$ cat src/rtl/pc_fetch_if.sv
// Instruction-memory fetch bus: request/address out, ack/data back.
interface pc_fetch_if;
    logic        imem_req;
    logic [29:0] imem_addr;
    logic        imem_ack;
    logic [31:0] imem_rdata;

    // Fetch side drives the request and word address.
    modport master (
        output imem_req,
        output imem_addr,
        input  imem_ack,
        input  imem_rdata
    );

    // Memory side answers with ack and data.
    modport slave (
        input  imem_req,
        input  imem_addr,
        output imem_ack,
        output imem_rdata
    );
endinterface

$ cat src/rtl/pc_fetch.sv
// Program-counter register and instruction-fetch sequencer.
// FETCH requests the word at pc until ack, HOLD presents the instruction
// to decode until it commits, HALTED is terminal until reset.
module pc_fetch #(
    parameter logic [31:0] RESET_PC = 32'h0000_3000
) (
    input  logic        clk,
    input  logic        rst,
    input  logic [29:0] npc,
    input  logic        stall,
    input  logic        halt,
    output logic [29:0] pc,
    pc_fetch_if.master  imem,
    output logic [31:0] instr,
    output logic        instr_valid,
    output logic [31:0] retire_cnt,
    output logic        halted
);

    localparam logic [1:0] S_FETCH  = 2'd0;
    localparam logic [1:0] S_HOLD   = 2'd1;
    localparam logic [1:0] S_HALTED = 2'd2;

    logic [1:0]  state;
    logic [29:0] pc_q;
    logic [31:0] instr_q;
    logic [31:0] cnt_q;

    // Sequencer: latch on ack in FETCH, commit on !stall in HOLD.
    always_ff @(posedge clk or negedge rst) begin
        if (!rst) begin
            state   <= S_FETCH;
            pc_q    <= RESET_PC[31:2];
            instr_q <= 32'd0;
            cnt_q   <= 32'd0;
        end else begin
            case (state)
                S_FETCH: begin
                    if (imem.imem_ack) begin
                        instr_q <= imem.imem_rdata;
                        state   <= S_HOLD;
                    end
                end
                S_HOLD: begin
                    // halt only matters on the commit cycle
                    if (!stall) begin
                        pc_q  <= npc;
                        cnt_q <= cnt_q + 32'd1;
                        state <= halt ? S_HALTED : S_FETCH;
                    end
                end
                S_HALTED: state <= S_HALTED;
                default:  state <= S_FETCH;
            endcase
        end
    end

    // Outputs decoded straight from state; address is always pc.
    always_comb begin
        pc             = pc_q;
        instr          = instr_q;
        retire_cnt     = cnt_q;
        imem.imem_req  = (state == S_FETCH);
        imem.imem_addr = pc_q;
        instr_valid    = (state == S_HOLD);
        halted         = (state == S_HALTED);
    end

endmodule

$ cat src/flat_wrapper.sv
// flat-port wrapper written by rule: the top's interface ports become plain ports
module pc_fetch_flat 
#(
    parameter logic [31:0] RESET_PC = 32'h0000_3000
)
  (clk, rst, npc, stall, halt, pc, instr, instr_valid, retire_cnt, halted, imem_imem_req, imem_imem_addr, imem_imem_ack, imem_imem_rdata);
  pc_fetch_if imem_i ();
  input  logic clk;
  input  logic rst;
  input  logic [29:0] npc;
  input  logic stall;
  input  logic halt;
  output logic [29:0] pc;
  output logic [31:0] instr;
  output logic instr_valid;
  output logic [31:0] retire_cnt;
  output logic halted;
  output wire logic [$bits(imem_i.imem_req)-1:0] imem_imem_req;
  output wire logic [$bits(imem_i.imem_addr)-1:0] imem_imem_addr;
  input wire logic [$bits(imem_i.imem_ack)-1:0] imem_imem_ack;
  input wire logic [$bits(imem_i.imem_rdata)-1:0] imem_imem_rdata;
  assign imem_imem_req = imem_i.imem_req;
  assign imem_imem_addr = imem_i.imem_addr;
  assign imem_i.imem_ack = imem_imem_ack;
  assign imem_i.imem_rdata = imem_imem_rdata;
  pc_fetch #(.RESET_PC(RESET_PC)) u_core (.clk(clk), .rst(rst), .npc(npc), .stall(stall), .halt(halt), .pc(pc), .imem(imem_i), .instr(instr), .instr_valid(instr_valid), .retire_cnt(retire_cnt), .halted(halted));
endmodule
$ cat config.mk
export PLATFORM = sky130hd
export DESIGN_NAME = pc_fetch_flat
export DESIGN_NICKNAME = d
export VERILOG_FILES = /design/src/rtl/pc_fetch_if.sv /design/src/rtl/pc_fetch.sv /design/src/flat_wrapper.sv
export SDC_FILE = /design/constraint.sdc
export NUM_CORES = 1
export LEC_CHECK = 0
export ABC_AREA = 1
export BUFFER_PORTS_ARGS = -buffer_cell sky130_fd_sc_hd__buf_4
export CORE_MARGIN = 4
export CORE_UTILIZATION = 48
export DETAILED_ROUTE_END_ITERATION = 10
export GPL_TIMING_DRIVEN = 1
export HOLD_SLACK_MARGIN = 0.06
export PLACE_DENSITY_LB_ADDON = 0.2
export SKIP_LAST_GASP = 1
export SYNTH_ARGS = -nofsm -noshare
export SYNTH_HDL_FRONTEND = slang
export SYNTH_SLANG_ARGS = --single-unit
$ cat constraint.sdc
create_clock -name clk -period 2 [get_ports clk]
set_clock_uncertainty 0.2 [all_clocks]
set_input_delay 0 -clock clk [delete_from_list [all_inputs] [get_ports clk]]
set_output_delay 0 -clock clk [all_outputs]
set_load 0.05 [all_outputs]
==> metrics <==
final antenna diode count 0; most frequent cells after synthesis sky130_fd_sc_hd__nand2_1, sky130_fd_sc_hd__dfrtp_1, sky130_fd_sc_hd__inv_1, sky130_fd_sc_hd__mux2_2; average wire per standard cell about 15 um; global-route wire length before repair approximately 20000 um; DR pass1 iterations 4; leading cell types by total area after synthesis sky130_fd_sc_hd__dfrtp_1, sky130_fd_sc_hd__nand2_1, sky130_fd_sc_hd__mux2_2; maximum level of the CTS H-tree 3; Gate Count Post-Synth between 400 and 500; crit path launch type register; gp weighted congestion 0.879; first element of the critical path u_core.state[1]$_DFFE_PN0P_; Least-Margin Pin Slew between 0.4 and 0.5 ns; leakage power figure ~3.4 nW; internal reg-to-reg setup slack between 0.15 and 0.2 ns; number of ports placed on the die boundary roughly 190; pin count of the biggest net entering global routing between 40 and 50; share of synthesized registers carrying an async set or reset 100%; area of all placed cells without fillers 6750 um^2; cts bufs inserted 9; Worst Hold Margin around 0.16 ns; number of max-cap violations 0; critical path data required time approximately 2.1 ns; end of the critical path u_core.retire_cnt[29]$_DFFE_PN0P_; synthesized cell area approximately 4400 um^2; number of setup violations in the final report 0; switching part of the total around 53%; highest achievable clock rate approximately 540 MHz; vias in the first global route 4078; number of instances in the placed design roughly 740; post-synthesis sequential area ratio a little over half; clock tree from TritonCTS yes; CTS clk-pin slew, worst paths about 0.1 ns; series of cell instances along the critical path inv_1 > nand3_1 > nor2_1 > nand3_1 > nor2_1 > nand2_1 > nand2_1 > nand2_1; number of cells in the finished layout apart from fillers between 800 and 900; kind of end point of the critical path register; critical register-to-register path endpoint u_core.retire_cnt[29]$_DFFE_PN0P_; Internal Power 5.28 mW; clock period minus final worst setup slack about 1.8 ns; type of the worst setup path reg2reg; Synth Register Bits 96; total length of routed wires around 12000 um; post-detailed-route via-to-cell ratio approximately 4.8; Relative slew margins between 60 and 70%; number of violations reported at the end of detailed-routing iteration 0 194; half-perimeter wire length of the detailed placement result between 8000 and 9000 um; residual overflow from global routing 0; area added between synthesis and finish 51.9%; arrival time at the worst endpoint approximately 1.9 ns; RSZ-0062 raised after global routing no; overall routing resource usage ~23%; Sum Neg Setup Slack 0 ns; antenna violations before repair 0; warning count from the yosys run 0; most used flip-flop cell after synthesis sky130_fd_sc_hd__dfrtp_1; part of the total power dissipated in sequential elements between 20 and 30%; classification of the worst-slack hold path in2reg; synth unique cells 23; share of the clock period used by the worst path between 90 and 100%; placement row count 34; cell at the root of the clock tree sky130_fd_sc_hd__clkbuf_8; Final Hold Fails 0; initial standard-cell utilization of the core about half; insertion delay of the later-clocked pin in the worst-skew pair around 0.37 ns; Final Max Tran Viols 0; Critical Path Fanout Max 5; most frequently used cell type in the post-synthesis netlist sky130_fd_sc_hd__nand2_1; clock sinks 96; Die Outline Area 10900 um^2; number of DRC violations after detailed routing 0; worst-case reg-to-reg path depth 8; placeable core area 8850 um^2; dominant cell type by area after synthesis sky130_fd_sc_hd__dfrtp_1; ratio of cells with drive above 1 in the final layout between 30% and 40%; clock group share of total power ~11%; Slowest-stage cell, CP sky130_fd_sc_hd__dfrtp_1; area post-placement 5840 um^2; combinational share of power between 60 and 70%; input/output buffers 193; CP peak stage delay roughly 0.4 ns; area fraction of the dominant cell type after synthesis between 50% and 60%; number of enable flip-flop cells after synthesis 0; height of the die 104 um; Critical R2R Launch u_core.state[1]$_DFFE_PN0P_; Bufs on Longest Clock Path 2; Avg Cell Area, Syn around 9.3 um^2; beginning of the worst hold path npc[23]; synthesized netlist net count 545; post-route antenna net violation count 0; status completed; net switching power 5.88 mW; Max IR drop VDD 0.00141 V; number of vias in the routed layout approximately 4000; Critical Path Most Common Cell sky130_fd_sc_hd__nand2_1; PwrDens 1650 nW/um^2; Final Net Count between 700 and 800; Chip Width roughly 100 um
[layer usage]
layer	GRT usage, %	routed length [um]
met5	0	0
met4	7.12	194
met3	6.52	928
met2	39.9	6090
met1	27.2	4870
[repair_timing]
item,4_1_cts,5_1_grt
gates resized for setup,0,2
setup buffers,0,2
endpoints found under the setup margin,0,3
hold buffers,69,0
hold endpoints to repair,180,0
[sequential cells by signal, summed over array words and instances (netlist names)]
signal	flops
u_core.instr	32
u_core.imem.imem_addr	30
u_core.state	2
u_core.retire_cnt	32
[layout make-up]
class                      instances  area (um^2)
clock buffer                      12          165
clock inverter                     4         35.0
fill                             609         2100
inverter                          37          139
multi-input combinational        303         1630
sequential                        96         2400
tap                              108          135
timing repair buffer             271         2240
[metrics by stage]
step	util [%]	power (mW)	setup WS, ns
finish	76.3	11.2	0.162
floorplan	-	8.06	0.0198
global placement	66.0	9.67	0.283
CTS	76.0	11.2	0.186
detailed placement	66.0	9.77	0.210
global route	76.3	11.7	0.0267
[worst min-delay path by stage]
stage / depth (start not counted) / to / slack [ns]
floorplan: 0 / u_core.imem.imem_addr[0]$_DFFE_PN0P_ / -0.50
global placement: 1 / u_core.imem.imem_addr[1]$_DFFE_PN0P_ / -0.21
detailed placement: 1 / u_core.imem.imem_addr[1]$_DFFE_PN0P_ / -0.20
CTS: 4 / u_core.imem.imem_addr[23]$_DFFE_PN0P_ / 0.15
global route: 4 / u_core.imem.imem_addr[21]$_DFFE_PN0P_ / 0.18
finish: 4 / u_core.imem.imem_addr[23]$_DFFE_PN0P_ / 0.16
[logic make-up (layout without fill, tap and decap cells)]
kind of cell    after synthesis  in the layout  synth area share [%]
simple gates                246            246                  23.6
buf+inv                      78            324                  9.49
xor+xnor                     18             18                  3.55
compound gates                6              6                 0.817
fa+ha+maj                     1              1                 0.282
flops                        96             96                  54.1
mux                          32             32                  8.11
[layout by cell type (no fill, tap or decap), drive strengths merged, types with 3 or more instances in the layout]
cell	netlist	routed
nand3	18	18
dlygate4sd3	0	69
o21ai	3	3
buf	41	202
mux2	32	32
clkbuf	0	12
nor2	37	37
nand4	13	13
inv	37	39
xnor2	7	7
nand2	168	168
xor2	11	11
dfrtp	94	94
nor3	8	8
[worst max-delay path, delay by kind of cell (launching register included)]
family / cells / cell delay (ns)
AND/OR/NAND/NOR: 7 / 1.01
flip-flops: 1 / 0.40
buffers and inverters: 1 / 0.11
[power groups by stage]
stage / registers [mW] / clock network [mW] / logic [mW]
global placement: 3.12 / 0 / 6.56
floorplan: 5.45 / 0 / 2.60
global route: 3.24 / 1.37 / 7.07
finish: 3.13 / 1.26 / 6.76
detailed placement: 3.16 / 0 / 6.61
CTS: 3.12 / 1.29 / 6.74
(Power assumes the default switching activity.)
